[config.mk]
export PLATFORM = sky130hd
export DESIGN_NAME = vram_glyph_writer
export DESIGN_NICKNAME = d
export VERILOG_FILES = /design/src/rtl/vga_pkg.sv /design/src/rtl/vram_glyph_writer_addr.sv /design/src/rtl/vram_glyph_writer.sv
export SDC_FILE = /design/constraint.sdc
export NUM_CORES = 1
export LEC_CHECK = 0
export BUFFER_PORTS_ARGS = -buffer_cell sky130_fd_sc_hd__buf_2
export CORE_ASPECT_RATIO = 0.8
export CORE_MARGIN = 3
export CORE_UTILIZATION = 30
export CTS_CLUSTER_DIAMETER = 60
export DETAILED_ROUTE_END_ITERATION = 16
export PLACE_DENSITY = 0.56
export SLEW_MARGIN = 40
export SYNTH_ARGS = -nofsm -noshare
export SYNTH_HDL_FRONTEND = slang
export SYNTH_SLANG_ARGS = --single-unit
[constraint.sdc]
create_clock -name Clk -period 5.95 [get_ports Clk]
set_clock_uncertainty 0.2 [all_clocks]
set_input_delay 0.595 -clock Clk [delete_from_list [all_inputs] [get_ports Clk]]
set_output_delay 0.595 -clock Clk [all_outputs]
set_load 0.02 [all_outputs]
[src/rtl/vga_pkg.sv]
// Shared VGA constants and the glyph-writer state encoding.
// The scan-out reader uses the same resolution constants, so the frame
// buffer layout (row stride = H_RES, 1 bit per pixel) is defined only here.
package vga_pkg;

  localparam int H_RES   = 640;  // visible pixels per line, frame-buffer stride
  localparam int V_RES   = 480;  // visible lines
  localparam int GLYPH_W = 8;    // glyph width, matches the font row width
  localparam int GLYPH_H = 8;    // glyph height in rows
  localparam int COLS    = H_RES / GLYPH_W;
  localparam int ROWS    = V_RES / GLYPH_H;
  localparam int ADDR_W  = 19;   // ceil(log2(H_RES*V_RES))

  typedef enum logic [2:0] {
    IDLE   = 3'd0,
    FETCH  = 3'd1,
    WAIT   = 3'd2,
    WRITE  = 3'd3,
    CLEAR  = 3'd4,
    FINISH = 3'd5
  } writer_state_t;

endpackage

[src/rtl/vram_glyph_writer_addr.sv]
// Pixel address generator for one glyph pixel.
//   i_col, i_row : character cell position
//   i_gx, i_gy   : pixel position inside the 8x8 glyph
//   o_addr       : frame-buffer address y*FB_W + x, full ADDR_W width
// With FB_W = 640 the constant multiply reduces to (y<<9)+(y<<7).
module vram_glyph_writer_addr
  import vga_pkg::*;
#(
  parameter int FB_W   = H_RES,
  parameter int ADDR_W = vga_pkg::ADDR_W
) (
  input  logic [6:0]        i_col,
  input  logic [5:0]        i_row,
  input  logic [2:0]        i_gx,
  input  logic [2:0]        i_gy,
  output logic [ADDR_W-1:0] o_addr
);

  logic [ADDR_W-1:0] w_x;
  logic [ADDR_W-1:0] w_y;

  // Glyphs are 8 pixels wide and tall, so cell*8+offset is a concatenation.
  assign w_x    = ADDR_W'({i_col, i_gx});
  assign w_y    = ADDR_W'({i_row, i_gy});
  assign o_addr = (w_y * ADDR_W'(FB_W)) + w_x;

endmodule

[src/rtl/vram_glyph_writer.sv]
// Glyph / clear-screen writer for the 1-bit VGA frame buffer.
// Ports:
//   Clk, Rst              : clock, synchronous active-high reset
//   Cmd_Valid/Cmd_Ready   : command handshake
//   Cmd_Clear, Cmd_Char, Cmd_Col, Cmd_Row, Cmd_Inv : command fields
//   Font_Addr/Font_Data   : external font ROM, data valid 1 cycle after address
//   VRAM_Addr/Data/We     : frame-buffer write port, one pixel per cycle
//   Busy, Done            : command in progress / one-cycle completion pulse
//   Dbg_State             : current FSM state
// Handshake: a command is taken on the Clk edge where Cmd_Valid & Cmd_Ready
// are both high; the command inputs are sampled only on that edge. Cmd_Ready
// is high only in IDLE, so Cmd_Valid while busy is simply ignored and the
// requester has to hold it until Cmd_Ready returns.
module vram_glyph_writer
  import vga_pkg::*;
#(
  parameter int FB_W   = H_RES,
  parameter int FB_H   = V_RES,
  parameter int ADDR_W = $clog2(FB_W * FB_H)
) (
  input  logic              Clk,
  input  logic              Rst,
  input  logic              Cmd_Valid,
  output logic              Cmd_Ready,
  input  logic              Cmd_Clear,
  input  logic [6:0]        Cmd_Char,
  input  logic [6:0]        Cmd_Col,
  input  logic [5:0]        Cmd_Row,
  input  logic              Cmd_Inv,
  output logic [9:0]        Font_Addr,
  input  logic [7:0]        Font_Data,
  output logic [ADDR_W-1:0] VRAM_Addr,
  output logic              VRAM_Data,
  output logic              VRAM_We,
  output logic              Busy,
  output logic              Done,
  output logic [2:0]        Dbg_State
);

  localparam logic [6:0]        L_COLS = 7'(FB_W / GLYPH_W);
  localparam logic [5:0]        L_ROWS = 6'(FB_H / GLYPH_H);
  localparam logic [ADDR_W-1:0] L_LAST = ADDR_W'(FB_W * FB_H - 1);

  writer_state_t     r_state;
  writer_state_t     w_next;

  logic [6:0]        r_char;
  logic [6:0]        r_col;
  logic [5:0]        r_row;
  logic              r_inv;
  logic [2:0]        r_gx;
  logic [2:0]        r_gy;
  logic [7:0]        r_font_row;
  logic [9:0]        r_font_hold;
  logic [ADDR_W-1:0] r_clr_addr;
  logic [ADDR_W-1:0] r_vram_addr;   // last written address, held while We=0
  logic              r_vram_data;   // last written data, held while We=0

  logic [ADDR_W-1:0] w_glyph_addr;
  logic              w_glyph_bit;

  vram_glyph_writer_addr #(
    .FB_W   (FB_W),
    .ADDR_W (ADDR_W)
  ) u_addr (
    .i_col  (r_col),
    .i_row  (r_row),
    .i_gx   (r_gx),
    .i_gy   (r_gy),
    .o_addr (w_glyph_addr)
  );

  // Font bit 7 is the leftmost pixel.
  assign w_glyph_bit = r_font_row[3'd7 - r_gx] ^ r_inv;

  always_comb begin
    w_next = r_state;
    case (r_state)
      IDLE: begin
        if (Cmd_Valid) begin
          if (Cmd_Clear)                                  w_next = CLEAR;
          else if ((Cmd_Col >= L_COLS) || (Cmd_Row >= L_ROWS)) w_next = FINISH;
          else                                            w_next = FETCH;
        end
      end
      FETCH:  w_next = WAIT;
      WAIT:   w_next = WRITE;
      WRITE: begin
        if (r_gx == 3'd7) w_next = (r_gy == 3'd7) ? FINISH : FETCH;
      end
      CLEAR: begin
        if (r_clr_addr == L_LAST) w_next = FINISH;
      end
      FINISH: w_next = IDLE;
      default: w_next = IDLE;
    endcase
  end

  always_ff @(posedge Clk) begin
    if (Rst) begin
      r_state     <= IDLE;
      r_char      <= '0;
      r_col       <= '0;
      r_row       <= '0;
      r_inv       <= 1'b0;
      r_gx        <= '0;
      r_gy        <= '0;
      r_font_row  <= '0;
      r_font_hold <= '0;
      r_clr_addr  <= '0;
      r_vram_addr <= '0;
      r_vram_data <= 1'b0;
    end else begin
      r_state <= w_next;
      case (r_state)
        IDLE: begin
          if (Cmd_Valid) begin
            r_char     <= Cmd_Char;
            r_col      <= Cmd_Col;
            r_row      <= Cmd_Row;
            r_inv      <= Cmd_Inv;
            r_gx       <= '0;
            r_gy       <= '0;
            r_clr_addr <= '0;
          end
        end
        FETCH: r_font_hold <= {r_char, r_gy};
        WAIT:  r_font_row  <= Font_Data;
        WRITE: begin
          r_gx        <= r_gx + 3'd1;
          if (r_gx == 3'd7) r_gy <= r_gy + 3'd1;
          r_vram_addr <= w_glyph_addr;
          r_vram_data <= w_glyph_bit;
        end
        CLEAR: begin
          r_clr_addr  <= r_clr_addr + 1'b1;
          r_vram_addr <= r_clr_addr;
          r_vram_data <= r_inv;
        end
        default: ;
      endcase
    end
  end

  // Write port is live only in WRITE/CLEAR; otherwise it shows the last write.
  always_comb begin
    VRAM_We   = 1'b0;
    VRAM_Addr = r_vram_addr;
    VRAM_Data = r_vram_data;
    Font_Addr = r_font_hold;
    case (r_state)
      FETCH: Font_Addr = {r_char, r_gy};
      WRITE: begin
        VRAM_We   = 1'b1;
        VRAM_Addr = w_glyph_addr;
        VRAM_Data = w_glyph_bit;
      end
      CLEAR: begin
        VRAM_We   = 1'b1;
        VRAM_Addr = r_clr_addr;
        VRAM_Data = r_inv;
      end
      default: ;
    endcase
  end

  assign Cmd_Ready = (r_state == IDLE);
  assign Busy      = ~Cmd_Ready;
  assign Done      = (r_state == FINISH);
  assign Dbg_State = r_state;

endmodule

# ---- Word-level counts from Yosys, hierarchy flattened
# Cells that the tools add are included.
dict set report op_classes {
  addsub 5
  n_mul 1
  magnitude_cmp 3
  eq_ne 11
  mux 19
  bitwise 2
  n_reduce_logical 10
}
# op count
set ops {}
lappend ops {{one-hot mux 19 bit (2 select lines)} 2}
lappend ops {{2-to-1 mux 3 bit} 8}
lappend ops {{adder 19 x 1 -> 19 bit, second input constant} 1}
lappend ops {{adder 19 x 10 -> 19 bit} 1}
lappend ops {{equality test 19 bit, second input constant} 1}
lappend ops {{2-to-1 mux 19 bit} 1}
lappend ops {{one-hot mux 3 bit (5 select lines)} 1}
lappend ops {{equality test 3 bit, second input constant} 4}
lappend ops {{multiplier 9 x 3 -> 12 bit, second input constant} 1}
lappend ops {{one-hot mux 3 bit (2 select lines)} 2}
lappend ops {{2-to-1 mux 10 bit} 1}
lappend ops {{greater-or-equal comparator 7 bit, second input constant} 1}
lappend ops {{adder 3 x 1 -> 3 bit, second input constant} 2}
lappend ops {{equality test 3 x 2 -> 1 bit, second input constant} 2}
lappend ops {{greater-or-equal comparator 6 bit, second input constant} 1}
lappend ops {{!= test 2 bit, second input constant} 3}
lappend ops {{AND reduction 2 bit} 3}
lappend ops {{AND reduction 3 bit} 2}
lappend ops {{less-than comparator 3 x 4 -> 1 bit, second input constant} 1}
lappend ops {{nonzero test 2 bit} 2}
lappend ops {{binary-select mux 1 bit (select 3 bit)} 1}
lappend ops {{equality test 3 x 1 -> 1 bit, second input constant} 1}
lappend ops {{logical NOT 3 bit} 1}
lappend ops {{subtractor 3 bit, first input constant} 1}
lappend ops {{other kinds (6)} 7}
dict set report totals {
  regBits 87
  in_bits 33
  output_inout_bits 37
  elab_cells 63
}

# ---- Depth between registers and ports, before layout
dict set report depth {
  word_depth 6
  depth_mapped 10
  ltp_nobuf 10
}

# ---- Hierarchy
# A second synthesis with hierarchy kept.
dict set report hier_totals {
  hier_cells 525
  area_unflattened_um2 4513.1
}
# module instances cells_per_inst area_per_inst_um2 seq_area_each_um2
set by_module_without_submodules {}
lappend by_module_without_submodules {vram_glyph_writer 1 449 3860.0 1741.7}
lappend by_module_without_submodules {vram_glyph_writer_addr 1 76 653.1 0.0}

# ---- Least setup slack after synthesis
# OpenSTA, ideal clock, no wires.
dict set report synth_path {
  path_kind {register to output}
  start {register r_gy[1]}
  end {output port VRAM_Addr[17]}
  arrival_time_ns 2.642
  t_required_ns 5.155
  setup_slack_ns 2.513
  stages_incl_launch_ff 11
  path_cell_list {dfxtp_1 > ha_1 > ha_1 > inv_1 > fa_1 > nand2b_1 > a21oi_2 > xor2_1 > nand3_1 > or4_4 > nand3_1}
}
dict set report synth_between {
  elab_chain_cells 3
}
# element line_no
set synth_lines {}
lappend synth_lines {{start: declaration} vram_glyph_writer.sv:52} ;# logic [2:0] r_gy;
lappend synth_lines {{start signal: assignment} vram_glyph_writer.sv:131} ;# if (r_gx == 3'd7) r_gy <= r_gy + 3'd1;
lappend synth_lines {{multiplier 9 x 3 -> 12 bit} vram_glyph_writer_addr.sv:25} ;# assign o_addr = (w_y * ADDR_W'(FB_W)) + w_x;
lappend synth_lines {{adder 19 x 10 -> 19 bit} vram_glyph_writer_addr.sv:25}
lappend synth_lines {{one-hot mux 19 bit (2 select lines)} -}
lappend synth_lines {{end: declaration} vram_glyph_writer.sv:32} ;# output logic [ADDR_W-1:0] VRAM_Addr,
# No other way between the ends.

# ---- Worst setup path after layout
# Ends and elaborated chain as after synthesis.

==> impl.org <==
** Detailed routing
- DRC violations left :: 0
- Count of antenna-violating nets left after detailed routing :: 0
- Post-DR vias/cell :: 5.21
- The first routing iteration left 290 violations.
- For this block, the via count after detailed routing is 4076.
- Wire length reported by the detailed router :: 12200 µm
- First-pass DRT Iterations :: 5
- WL/cell :: 15.6 µm

** Pwr
- The design draws 1.60 mW.
- Leakage component of the power :: 2.25 nW
- Across the VDD grid, the largest voltage drop is 0.147 mV.
- Power density over the cells :: 300 mW/mm²

** Clock network
- The number of gates resized after CTS was 0.
- Post CTS Setup Buffer Count :: 0
- Maximum level of the CTS H-tree :: 3
- Number of buffers inserted by hold repair at cts :: 0
- After clock tree synthesis, the clock-pin slew on the worst setup and hold paths is 0.07 ns.
- TritonCTS built the clock tree.
- Counting along the longest clock path gives a buffer depth of 2.
- The tree built by TritonCTS fans out to 87 sinks.
- The cell sitting at the root of the clock tree is a clkbuf_16.
- The clock reaches the later pin of the worst-skew pair after 0.35 ns.
- Number of buffers created by CTS :: 9

** Critical path
- Along the worst path, the maximum fanout reaches 6.
- The critical path goes through ha_1 -> ha_1 -> inv_1 -> fa_1 -> nand2b_1 -> a21oi_2 -> xor2_1 -> nand3_1 -> or4_4 -> nand3_1 -> buf_2.
- The worst register-to-register path has a setup slack of 2.86 ns.
- The worst setup path is launched from a register.
- Element type at the critical path end :: primary output
- On the worst path, the slowest cell contributes a delay of 0.55 ns.
- The number of cells on the worst reg-to-reg path is 10.
- Worst Path Class, Setup :: register to primary output
- Data arrival time of the critical path :: 3.27 ns
- Counting buffers and inverters, the worst setup path is 11 cells deep.
- Slowest cell on crit path :: or4_4
- The number of buffers and inverters on the critical path is 2.
- For the worst setup path, the data required time is 5.16 ns.
- In this design, the largest share of critical-path delay is due to simple AND/OR/NAND/NOR gates.

** Layout
- Area added between synthesis and finish :: 18.3%
- Share of layout cells above drive strength 1 :: 20.2%
- After the last flow step, the layout net total stands at 651.
- The number of antenna diodes in the final layout is 0.
- With fillers left out, the area of the finished cells amounts to 0.00532 mm².

** Logic synthesis
- Sequential elements use 38.7% of the synthesized area.
- The synthesized design contains 0 enable-type register cells.
- Post-synthesis instance total :: 535
- Area share of and/or/nand/nor cells after synthesis :: 25.6%
- Syn Std Cell Area :: 0.00450 mm²
- Number of synthesis warnings :: 0
- Nets in the synthesized netlist :: 592
- Ranking of synthesized cells by area :: dfxtp_1 (39%), nand2_1 (7.5%), ha_1 (6.1%), a21oi_1 (5.5%), nor2b_1 (4.2%)
- In the synthesized netlist, mux cells make up 6.76% of the area.
- Distinct cell type count after synthesis :: 56
- Complex-gate fraction of the synthesized area :: 16.3%
- After synthesis the netlist holds a flip-flop and latch count of 87.
- Cell taking the most area after synthesis :: dfxtp_1
- Summing the areas of all fa, ha and maj instances in the mapped netlist gives 7.01% of the synthesized area.
- Among all flip-flop cells after synthesis, the most frequent one is dfxtp_1.
- Proportion of netlist area held by the largest area contributor :: 38.7%
- By area, the combinational part of the netlist is dominated by simple AND/OR/NAND/NOR gates.
- Post-synthesis share of cell area spent on xor and xnor gates :: 2.14%
- Post-synthesis average cell area :: 8.41 µm²
- Async set or reset register ratio after synthesis :: 0%

** STA
- Of the available clock period, the critical path in the final layout requires 68.3%.
- The final max-slew violation count is 0.
- Endpoints failing setup :: 0
- RSZ-0062 raised after global routing :: false
- Number of failing hold endpoints at the final stage :: 0
- Minimum period implied by the final worst setup slack :: 4.06 ns
- Highest clock frequency the design can meet :: 0.246 GHz
- Headroom to the max-slew limit came out at 55.0%.
- At the pin with the least slew margin, the transition time is 0.674 ns.
- Setup total negative slack on the finished layout was measured at 0 ns.

** Worst hold path
- The worst hold path passes through 2 cells.
- Hold Path Class :: register to register

** Placement
- Number of port buffers :: 69
- Hpwl dp :: 8920 µm
- In this run the cell area measured after placement is 0.00503 mm².
- Global placer's final weighted congestion :: 0.829

** Run
- Number of violations of the max-capacitance limit :: 0

** Floorplanning
- The core region is 0.0145 mm².
- Die Height :: 116 µm
- Site row count :: 39
- 70 I/O pins were placed.
- DIE WIDTH :: 143 µm
- Starting density of the core :: 31.0%
- Floorplan die area :: 0.0165 mm²

** Global routing
- Tot GR Track Use :: 14.9%
- Number of antenna violations at the first check in global routing :: 0
- First-pass GRT wire length :: 19600 µm
- Leftover overflow at the end of global routing :: 0
- Entering global routing, the biggest net connects 51 pins.
- Via count of the first global-routing pass :: 3833

** Status
- Status :: complete, no violations
## cell families after synthesis
kind of cell,after synthesis
mux,26
fa+ha+maj,24
xor+xnor,11
simple gates,235
flops,87
buf+inv,39
compound gates,113
## worst min-delay path, delay by kind of cell (launching register included)
kind            cells  cell delay, ns
compound gates      1            0.05
simple gates        1            0.05
flops               1            0.31
## flip-flops by register name (all words and copies together) (netlist names)
name / count
Dbg_State: 3
r_char: 7
r_clr_addr: 19
r_col: 7
r_font_hold: 10
r_font_row: 8
r_gx: 3
r_gy: 3
r_inv: 1
r_row: 6
r_vram_addr: 19
r_vram_data: 1
## worst paths after layout
path         startpoint         endpoint
max reg2reg     r_gy[1]  r_vram_addr[17]
max             r_gy[1]    VRAM_Addr[17]
min           r_char[1]        r_char[1]
min reg2reg   r_char[1]        r_char[1]
## cells in the final DEF (no fill, tap or decap), types with 5 or more instances in the layout
master and instances:
xor2_1 6, a31oi_1 6, mux2i_1 9, and2_1 6, inv_1 11, a22oi_1 13, clkbuf_16 9, and3_1 12
nand3_1 13, buf_2 69, ha_1 22, buf_4 6, nand2_1 90, nor2_1 39, nand4_1 7, xnor2_1 5
a21oi_1 49, dfxtp_1 87, nor3_1 11, mux2_2 15, nor2b_1 30, o21ai_0 15
## metal layers
| metal | vias up | part of all wire [%] | GRT usage [%] |
|---|---|---|---|
| met5 | - | 0 | 0 |
| met4 | 0 | 1.4 | 3.86 |
| met3 | 15 | 8.1 | 5.16 |
| met2 | 133 | 40 | 21.3 |
| met1 | 1912 | 50 | 21.5 |
| li1 | 2016 | - | - |
## final cells by class
class / count / area [µm²]
Clock buffer: 9 / 225
Clock inverter: 7 / 66.3
Fill cell: 1473 / 9170
Inverter: 11 / 41.3
Multi-Input combinational cell: 409 / 2610
Sequential cell: 87 / 1740
Tap cell: 184 / 230
Timing Repair Buffer: 76 / 410
## per-stage QoR
step           setup WS, ns  cells  utilization (%)  hold WS [ns]
3_3_place_gp           2.32    766             34.5         0.239
3_5_place_dp           2.28    767             34.7         0.245
4_1_cts                1.90    783             36.7         0.256
5_1_grt                1.68    783             36.7         0.277
2_1_floorplan          2.51    535                -         0.233
6_report               1.89    783             36.7         0.255
## power breakdown
group          internal [mW]  leakage [nW]  switching, mW
clock network          0.293         0.141          0.262
logic                  0.133          1.40          0.257
registers              0.618         0.705         0.0343
## cell usage after synthesis, types with 5 or more instances
master,instances
nor3_1,11
nand4_1,7
dfxtp_1,87
nand3_1,13
a21oi_1,49
xor2_1,6
nor2b_1,30
nor2_1,39
buf_2,7
and2_1,6
inv_1,11
xnor2_1,5
ha_1,22
nand2_1,90
o21ai_0,15
a31oi_1,6
mux2i_1,9
clkbuf_1,20
and3_1,12
mux2_2,15
a22oi_1,13
No activity file was read; power rests on OpenSTA's default activity.
